<file path="config.mk">
export PLATFORM = sky130hd
export DESIGN_NAME = float_add_dispatch
export DESIGN_NICKNAME = d
export VERILOG_FILES = /design/src/rtl/floatingpoint.sv /design/src/rtl/float_add_dispatch_fifo.sv /design/src/rtl/float_add_dispatch.sv
export SDC_FILE = /design/constraint.sdc
export NUM_CORES = 1
export LEC_CHECK = 0
export BUFFER_PORTS_ARGS = -buffer_cell sky130_fd_sc_hd__buf_2
export CORE_UTILIZATION = 45
export CTS_BUF_LIST = sky130_fd_sc_hd__clkbuf_8
export DETAILED_ROUTE_END_ITERATION = 10
export PLACE_DENSITY = 0.71
export SLEW_MARGIN = 20
export SYNTH_ARGS = -nofsm -noshare
export SYNTH_HDL_FRONTEND = slang
export SYNTH_SLANG_ARGS = --single-unit
</file>
<file path="constraint.sdc">
create_clock -name Clock -period 3.85 [get_ports Clock]
set_input_delay 0.77 -clock Clock [delete_from_list [all_inputs] [get_ports Clock]]
set_output_delay 0.77 -clock Clock [all_outputs]
set_load 0.05 [all_outputs]
</file>
<file path="src/rtl/floatingpoint.sv">
// IEEE-754 single-precision type shared by the adder and its dispatcher,
// plus the quiet-NaN constant and the zero test used for the adder bypass.
package floatingpoint;

    typedef struct packed {
        logic        sign;
        logic [7:0]  exponent;
        logic [22:0] mantissa;
    } float;

    localparam logic [31:0] FLT_QNAN = 32'h7FC00000;

    // Exponent and mantissa both zero; sign deliberately ignored.
    function automatic logic isZero(input float f);
        return (f.exponent == 8'd0) && (f.mantissa == 23'd0);
    endfunction

endpackage

</file>
<file path="src/rtl/float_add_dispatch_fifo.sv">
// Synchronous FIFO holding tagged operand pairs ahead of the adder.
// The head entry is read combinationally so the dispatcher can pop and
// register it in the same cycle.
module float_pair_fifo #(
    parameter int DEPTH = 4,
    parameter int TAG_W = 4
) (
    input  logic                         Clock,
    input  logic                         Reset,
    input  logic                         push,
    input  logic [64+TAG_W-1:0]          push_data,
    input  logic                         pop,
    output logic [64+TAG_W-1:0]          pop_data,
    output logic [$clog2(DEPTH+1)-1:0]   count
);

    localparam int W     = 64 + TAG_W;
    localparam int PTR_W = $clog2(DEPTH);
    localparam int CNT_W = $clog2(DEPTH + 1);

    logic [W-1:0]     mem [DEPTH];
    logic [PTR_W-1:0] wr_ptr_q, wr_ptr_d;
    logic [PTR_W-1:0] rd_ptr_q, rd_ptr_d;
    logic [CNT_W-1:0] count_q, count_d;
    logic             do_push, do_pop;

    // Guard against overflow/underflow even if the caller misbehaves.
    assign do_push = push && (count_q != CNT_W'(DEPTH));
    assign do_pop  = pop && (count_q != '0);

    always_comb begin
        wr_ptr_d = wr_ptr_q;
        rd_ptr_d = rd_ptr_q;
        count_d  = count_q;
        if (do_push) begin
            wr_ptr_d = wr_ptr_q + PTR_W'(1);
        end
        if (do_pop) begin
            rd_ptr_d = rd_ptr_q + PTR_W'(1);
        end
        case ({do_push, do_pop})
            2'b10:   count_d = count_q + CNT_W'(1);
            2'b01:   count_d = count_q - CNT_W'(1);
            default: count_d = count_q;
        endcase
    end

    always_ff @(posedge Clock) begin
        if (Reset) begin
            wr_ptr_q <= '0;
            rd_ptr_q <= '0;
            count_q  <= '0;
        end else begin
            wr_ptr_q <= wr_ptr_d;
            rd_ptr_q <= rd_ptr_d;
            count_q  <= count_d;
        end
    end

    always_ff @(posedge Clock) begin
        if (do_push) begin
            mem[wr_ptr_q] <= push_data;
        end
    end

    assign pop_data = mem[rd_ptr_q];
    assign count    = count_q;

endmodule

</file>
<file path="src/rtl/float_add_dispatch.sv">
// Dispatcher in front of the single-precision adder: queues tagged operand
// pairs, issues them one at a time, bypasses zero operands, bounds each wait.
module float_add_dispatch
    import floatingpoint::*;
#(
    parameter int DEPTH   = 4,
    parameter int TAG_W   = 4,
    parameter int TIMEOUT = 64
) (
    input  logic                        Clock,
    input  logic                        Reset,
    input  float                        InOp1,
    input  float                        InOp2,
    input  logic [TAG_W-1:0]            InTag,
    input  logic                        InValid,
    output logic                        InReady,
    output float                        AddOp1,
    output float                        AddOp2,
    output logic                        AddInputValid,
    input  float                        AddResult,
    input  logic                        AddResultValid,
    output float                        OutResult,
    output logic [TAG_W-1:0]            OutTag,
    output logic                        OutTimeout,
    output logic                        OutValid,
    input  logic                        OutReady,
    output logic [$clog2(DEPTH+1)-1:0]  Occupancy
);

    localparam int OCC_W = $clog2(DEPTH + 1);
    localparam int CNT_W = $clog2(TIMEOUT);
    localparam int ENT_W = 64 + TAG_W;

    typedef enum logic [1:0] {IDLE, ISSUE, WAIT, HOLD} state_t;

    state_t             state_q, state_d;
    float               add_op1_q, add_op1_d;
    float               add_op2_q, add_op2_d;
    logic               add_valid_q, add_valid_d;
    logic [TAG_W-1:0]   tag_q, tag_d;
    float               out_result_q, out_result_d;
    logic               out_timeout_q, out_timeout_d;
    logic               out_valid_q, out_valid_d;
    logic [CNT_W-1:0]   wait_cnt_q, wait_cnt_d;

    logic               fifo_push, fifo_pop;
    logic [ENT_W-1:0]   fifo_head;
    logic [OCC_W-1:0]   fifo_count;
    float               head_op1, head_op2;
    logic [TAG_W-1:0]   head_tag;
    logic               head_z1, head_z2, head_bypass;
    float               bypass_val;

    assign InReady   = !Reset && (fifo_count != OCC_W'(DEPTH));
    assign fifo_push = InValid && InReady;

    float_pair_fifo #(
        .DEPTH (DEPTH),
        .TAG_W (TAG_W)
    ) u_fifo (
        .Clock     (Clock),
        .Reset     (Reset),
        .push      (fifo_push),
        .push_data ({InTag, InOp1, InOp2}),
        .pop       (fifo_pop),
        .pop_data  (fifo_head),
        .count     (fifo_count)
    );

    assign head_tag    = fifo_head[ENT_W-1:64];
    assign head_op1    = fifo_head[63:32];
    assign head_op2    = fifo_head[31:0];
    assign head_z1     = isZero(head_op1);
    assign head_z2     = isZero(head_op2);
    assign head_bypass = head_z1 || head_z2;

    // Two zeros keep a negative sign only if both were negative.
    always_comb begin
        bypass_val = head_op1;
        if (head_z1 && head_z2) begin
            bypass_val = {head_op1.sign & head_op2.sign, 31'b0};
        end else if (head_z1) begin
            bypass_val = head_op2;
        end
    end

    always_comb begin
        state_d       = state_q;
        add_op1_d     = add_op1_q;
        add_op2_d     = add_op2_q;
        add_valid_d   = 1'b0;
        tag_d         = tag_q;
        out_result_d  = out_result_q;
        out_timeout_d = out_timeout_q;
        out_valid_d   = out_valid_q;
        wait_cnt_d    = wait_cnt_q;
        fifo_pop      = 1'b0;
        case (state_q)
            IDLE: begin
                if (fifo_count != '0) begin
                    fifo_pop  = 1'b1;
                    add_op1_d = head_op1;
                    add_op2_d = head_op2;
                    tag_d     = head_tag;
                    if (head_bypass) begin
                        out_result_d  = bypass_val;
                        out_timeout_d = 1'b0;
                        out_valid_d   = 1'b1;
                        state_d       = HOLD;
                    end else begin
                        add_valid_d = 1'b1;
                        state_d     = ISSUE;
                    end
                end
            end
            ISSUE: begin
                wait_cnt_d = '0;
                state_d    = WAIT;
            end
            WAIT: begin
                // ResultValid seen on the first WAIT cycle predates our issue.
                if (AddResultValid && (wait_cnt_q != '0)) begin
                    out_result_d  = AddResult;
                    out_timeout_d = 1'b0;
                    out_valid_d   = 1'b1;
                    state_d       = HOLD;
                end else if (wait_cnt_q == CNT_W'(TIMEOUT - 1)) begin
                    out_result_d  = FLT_QNAN;
                    out_timeout_d = 1'b1;
                    out_valid_d   = 1'b1;
                    state_d       = HOLD;
                end else begin
                    wait_cnt_d = wait_cnt_q + CNT_W'(1);
                end
            end
            HOLD: begin
                if (OutReady) begin
                    out_valid_d = 1'b0;
                    state_d     = IDLE;
                end
            end
            default: state_d = IDLE;
        endcase
    end

    always_ff @(posedge Clock) begin
        if (Reset) begin
            state_q       <= IDLE;
            add_op1_q     <= '0;
            add_op2_q     <= '0;
            add_valid_q   <= 1'b0;
            tag_q         <= '0;
            out_result_q  <= '0;
            out_timeout_q <= 1'b0;
            out_valid_q   <= 1'b0;
            wait_cnt_q    <= '0;
        end else begin
            state_q       <= state_d;
            add_op1_q     <= add_op1_d;
            add_op2_q     <= add_op2_d;
            add_valid_q   <= add_valid_d;
            tag_q         <= tag_d;
            out_result_q  <= out_result_d;
            out_timeout_q <= out_timeout_d;
            out_valid_q   <= out_valid_d;
            wait_cnt_q    <= wait_cnt_d;
        end
    end

    assign AddOp1        = add_op1_q;
    assign AddOp2        = add_op2_q;
    assign AddInputValid = add_valid_q;
    assign OutResult     = out_result_q;
    assign OutTag        = tag_q;
    assign OutTimeout    = out_timeout_q;
    assign OutValid      = out_valid_q;
    assign Occupancy     = fifo_count;

endmodule

</file>
==> flow_summary.toml, run 1 <==
[synthesis]
avgSynthCellArea_um2 = 15.1
synthesis.nets = 1135
synth_enable_flop_cells = 272
netlist_instances = 1017
synth_seq_cells = 392
synth_ff_type = "edfxtp_1"
netlist_area_um2 = 15300
synth-seq-area-share_pct = 69.0
ys_types = 51
async_flop_share_pct = 0
synth_warnings = 0

[drt]
post_drt_wl_per_cell_um = 22.8
drtPass1Iterations = 5
drt_iter0_drc = 998
drtAntennaViolNets = 0
vias_per_cell = 5.57
wl_mm = 40.2
dr_total_vias = 9810
remaining_drc_errors = 0

[timing]
post-route-worst-setup-slack_ps = 408
fmax_ghz = 0.291
rsz0062_at_grt = "false"
setup_viol = 0
fin_skew_ps = 27.3
min_period_ps = 3440
fin_crit_sh_pct = 89.4
whs_ps = 378
hold_viol = 0
tns_ps = 0
worst_pin_slew_ps = 1040
slew_headroom_pct = 30.6
slew_viol_final = 0

[power]
p_sw_mw = 6.14
leakagePower_nw = 6.61
ir_drop_v = 0.000563
p_comb_share_pct = 38.5
seqPwrFrac_pct = 37.9
total_power_mw = 14.8
switching_share_pct = 41.4
clkPwrFrac_pct = 23.6
p_int_mw = 8.69
powerDensity_nw_per_um2 = 817

[placed_design]
place_area_um2 = 16900
detailed_place_hpwl_mm = 27.9
place_ws_ps = 536
numPortBuffers = 211
place_congestion = 0.899
dpl.cell_count = 1642

[grt]
gr-usage-all-layers_pct = 22.7
antenna_found_initial = 7
grt_max_degree = 71
grt_pass1_vias = 9639
overflow = 0
grt_pass1_wl_mm = 59.0

[critical_path]
arrival_ps = 3950
r2r_setup_slack_ps = 410
critPathKind = "reg2reg"
reg2reg_to = "OutResult[28]"
rr_worst_depth = 9
end_kind = "register"
slowest_stage = "mux4_2"
required_ps = 4360
cp_max_fo = 27
crit_family = "simple AND/OR/NAND/NOR gates"
critical_path_buf_inv_count = 3
start_kind = "register"
cpPeakStageDelay_ps = 620
path_cells = "buf_12 > mux4_2 > nor4_1 > and4_4 > and2_1 > o311ai_4 > buf_6 > buf_4 > o22ai_2"

[min_path]
worstHoldStart = "InOp1[0]"
hold_depth = 1
whs_endpoint = "u_fifo.mem[3][32]"
hp-class = "in2reg"

[die]
core_area_um2 = 33500
die_h_um = 186
dieArea_um2 = 34800
rows = 67
fp.dieW_um = 186
io_pins = 212
start_util_pct = 45.7

[clock_network]
cts_root_buf = "clkbuf_8"
clockBufferDepth = 3
cts_tree = "yes"
cts_made_buffers = 61
post-cts-setup-buffers = 0
clk_pin_slew_ps = 60
cts.sinks = 392
clk_latency_ps = 600
cts_htree_levels = 2
cts_hold_buf = 0
ctsResizeCount = 0

[finish]
regArea_um2 = 10600
multi_input_area_um2 = 4210
nFillCells = 2757
final_common_cell = "edfxtp_1"
drive_gt1_share_pct = 33.5
areaGrowthSynthToFinish_pct = 18.5
final_area_um2 = 18100
final_util_pct = 54.1
layout_common_cells = "272 x edfxtp_1, 211 x buf_2, 155 x nand2_1, 118 x dfxtp_1, 90 x a21oi_1"
final_nets = 1376
stdcell_count = 1762

[job]
maxCapViolCount = 0

[run_status]
status = "finished clean"
state kept, by name, indices dropped and copies added (netlist names), named ones only:
name             cells
u_fifo.mem         272
AddOp1              32
AddOp2              32
OutResult           32
wait_cnt_q           6
OutTag               4
u_fifo.count         3
state_q              2
u_fifo.rd_ptr_q      2
u_fifo.wr_ptr_q      2
AddInputValid        1
OutTimeout           1
OutValid             1
synth_stat cells, types with 6 or more instances:
library cell	count	area, µm²
a221oi_1	20	175
dfxtp_1	120	2400
nor4_1	15	93.8
xor2_1	7	61.3
o22ai_2	30	375
clkbuf_1	31	116
a21oi_1	90	450
ha_1	12	150
buf_1	6	22.5
edfxtp_1	272	8170
mux4_2	68	1530
buf_6	9	101
buf_2	6	30.0
nand2_1	155	582
inv_1	46	173
and3_1	21	131
nor2_1	37	139
o21ai_0	10	50.1
power by group through the flow:
stage	logic [mW]	registers (mW)	clock network (mW)
detailed placement	5.72	5.69	0
floorplan	2.60	7.18	0
global route	6.04	5.67	3.73
finish	5.72	5.61	3.50
CTS	5.73	5.60	3.55
global placement	5.65	5.67	0
cell families after synthesis:
logic type,count (synthesis),share of synthesized area [%]
AO/OA/AOI/OAI,171,8.29
XOR/XNOR,9,0.515
adder cells (fa/ha/maj),13,1.11
buffers and inverters,107,3.55
flip-flops,392,69.0
multiplexers,69,10.1
AND/OR/NAND/NOR,256,7.41
worst max path at each step:
stage / depth (start not counted) / start / endpoint / slack, ps
final: 9 / register / OutResult[28] / 410
after global routing: 9 / register / OutResult[28] / 310
after CTS: 8 / register / OutResult[28] / 450
after detailed placement: 8 / register / OutResult[28] / 540
after global placement: 8 / register / OutResult[30] / 540
after floorplan: 3 / Reset / u_fifo.mem[0][0] / 470
per-layer routing:
layer	part of all wire (%)	GRT usage (%)	vias to the layer above	wire, µm
met5	0	0	-	0
met1	41	29.9	4957	16400
met2	48	36.8	445	19400
met3	8.2	5.70	68	3300
met4	2.9	7.98	0	1170
li1	-	-	4340	-
cell type report:
class                   count  share of cell area, %
diodes                      6                 0.0828
flip-flops and latches    392                   58.3
well taps                 448                   3.09
multi-input cells         518                   23.2
inverters                  47                  0.972
clock buffers              73                   5.54
clock inverters            40                   1.37
repair buffers            238                   7.44
Note: power is estimated with default switching activity, not from simulation.
==> run 2: changes to the inputs <==
--- a/config.mk
+++ b/config.mk
@@ -5,6 +5,7 @@
 export SDC_FILE = /design/constraint.sdc
 export NUM_CORES = 1
 export LEC_CHECK = 0
+export ABC_AREA = 1
 export BUFFER_PORTS_ARGS = -buffer_cell sky130_fd_sc_hd__buf_2
 export CORE_UTILIZATION = 45
 export CTS_BUF_LIST = sky130_fd_sc_hd__clkbuf_8
==> run 2 against run 1 <==
Net effect:
- the run now ends with DRC left
- cell area rose by 2.0%
- first-iteration DRC count increased by 12%
- hold slack better by 9.8 ps
- combinational power rose by 6.5%
- sequential share of layout area is 1.2 points lower
- final cell count up 31%
- register-to-register slack improved by 290 ps
- highest routed layer is now met5
==> flow_summary.toml, run 2 <==
[synthesis]
muxShareOfSynthArea_pct = 0
synth_top_family_by_area = "simple AND/OR/NAND/NOR gates"
synth_area_leader_cell = "edfxtp_1"
synth_compound_area_share_pct = 7.26
synth-seq-area-share_pct = 67.3
synth_warnings = 0
synthesis.nets = 1685
synth_seq_cells = 392
synth_enable_flop_cells = 272
netlist_area_um2 = 15700
netlist_top_cells_area = "edfxtp_1 52%, dfxtp_1 15%, nand2_1 13%, nand3_1 4.1%, o21ai_0 4.1%"
async_flop_share_pct = 0
yosysTopAreaCellShare_pct = 52.0
synth_xor_xnor_area_share_pct = 0
synth_ff_type = "edfxtp_1"
ys_types = 27
synthSimpleGateAreaFrac_pct = 19.9
avgSynthCellArea_um2 = 10.0
synthAdderAreaFrac_pct = 1.08
netlist_instances = 1567
synthMostInstantiatedCell = "nand2_1"
synth_common_cells = "524 x nand2_1, 272 x edfxtp_1, 130 x nand3_1"

[die]
start_util_pct = 45.6
rows = 68
io_pins = 212
core_area_um2 = 34500
dieArea_um2 = 35700
fp.dieW_um = 189
die_h_um = 189

[finish]
final_util_pct = 53.7
layout_common_cells = "524 x nand2_1, 272 x edfxtp_1, 211 x buf_2, 130 x nand3_1, 128 x o21ai_0"
regArea_um2 = 10600
multi_input_area_um2 = 4470
final_nets = 1899
final_common_cell = "nand2_1"
largest_reg_flops = 272
top_register = "u_fifo.mem"
areaGrowthSynthToFinish_pct = 17.8
drive_gt1_share_pct = 18.1
nFillCells = 2989

[timing]
tns_ps = 0
hold_viol = 0
slew_headroom_pct = 50.8
post-route-worst-setup-slack_ps = 693
min_period_ps = 3160
setup_viol = 0
slew_viol_final = 0
fmax_ghz = 0.317
worst_pin_slew_ps = 737
fin_skew_ps = 29.4
fin_crit_sh_pct = 82.0
rsz0062_at_grt = "false"

[critical_path]
slowest_stage = "o21ai_0"
crit_top_cell = "nand2_1"
cp_max_fo = 25
required_ps = 4360
crit_family = "simple AND/OR/NAND/NOR gates"
critical_path_buf_inv_count = 3
cpPeakStageDelay_ps = 530
critPathKind = "reg2reg"
end_kind = "register"
arrival_ps = 3670
start_kind = "register"
r2r_setup_slack_ps = 690
path_cells = "inv_2 > buf_12 > nand3_1 > nand2_1 > nand2_1 > nor2_1 > nand2_1 > nor2_2 > nand2_1 > buf_4 > o21ai_0 > nand2_1 > nand2_1 > nor2_1 > nor2_1"

[grt]
grt_max_degree = 135
overflow = 0
antenna_found_initial = 11
gr-usage-all-layers_pct = 24.4
grt_pass1_vias = 11300
grt_pass1_wl_mm = 66.1

[drt]
drtAntennaViolNets = 0
wl_mm = 43.9
post_drt_wl_per_cell_um = 19.1
drt_iter0_drc = 1113
dr_total_vias = 12100
remaining_drc_errors = 2
drtPass1Iterations = 8
vias_per_cell = 5.27

[clock_network]
clk_latency_ps = 600
cts_htree_levels = 3
clockBufferDepth = 3
cts_root_buf = "clkbuf_8"
cts_hold_buf = 0
cts_made_buffers = 67
cts.sinks = 392
cts_tree = "yes"
post-cts-setup-buffers = 0
clk_pin_slew_ps = 70
ctsResizeCount = 0

[placed_design]
place_congestion = 0.876
detailed_place_hpwl_mm = 28.3
place_ws_ps = 815
numPortBuffers = 211

[power]
leakagePower_nw = 7.82
ir_drop_v = 0.000489
powerDensity_nw_per_um2 = 820

[min_path]
hp-class = "in2reg"

[run_status]
status = "complete, but fails checks"
violations = "DRC"

[job]
maxCapViolCount = 0
==> run 2: cell families (layout without fill, tap and decap cells) <==
group,count (synthesis),in the layout
and+or+nand+nor,781,781
DFF,392,392
AOI/OAI and AO/OA,223,223
buffers and inverters,158,426
adders and majority gates,13,13
other,0,11
==> run 2: layer usage <==
metal | GRT usage [%] | part of all wire, % | up-vias
met4 | 10.6 | 3.3 | 2
met1 | 31.6 | 40 | 5719
met3 | 5.47 | 8.3 | 96
met5 | 0 | 0.027 | -
li1 | - | - | 5735
met2 | 39.3 | 48 | 571
==> run 2: final timing paths <==
kind,start,to,cells past startpoint
worst max-delay path,register,OutResult[7],15
worst min-delay path,InOp2[2],u_fifo.mem[1][2],1
worst max register to register,register,OutResult[7],15
worst min register to register,u_fifo.rd_ptr_q[1],register,2
==> run 2: layout make-up <==
class	instances	share of cell area, %
flip-flops and latches	392	57.1
multi-input cells	1017	24.1
repair buffers	233	7.21
clock buffers	75	5.58
well taps	455	3.08
inverters	70	1.45
clock inverters	48	1.28
diodes	11	0.149
==> run 2: power by group <==
part           internal [mW]  total [mW]  switching, mW
Combinational           1.37        6.09           4.72
Clock                   1.86        3.51           1.65
Sequential              5.19        5.58          0.391
Total                   8.42        15.2           6.76
==> run 2: metrics by stage <==
step | hold WS [ps] | area [µm²] | cells | power, mW
5_1_grt | 382 | 18500 | 2294 | 16.0
4_1_cts | 364 | 18500 | 2290 | 15.2
3_3_place_gp | 449 | 17200 | 2167 | 11.6
3_5_place_dp | 454 | 17200 | 2167 | 11.7
2_1_floorplan | 436 | 15700 | 1567 | 9.97
6_report | 388 | 18500 | 2301 | 15.2
==> run 2: worst register-to-register path: cells and delay by family, from the launching register on <==
| family | cells | cell delay, ps |
|---|---|---|
| compound gates | 1 | 540 |
| buf+inv | 3 | 800 |
| flops | 1 | 500 |
| simple gates | 11 | 1260 |
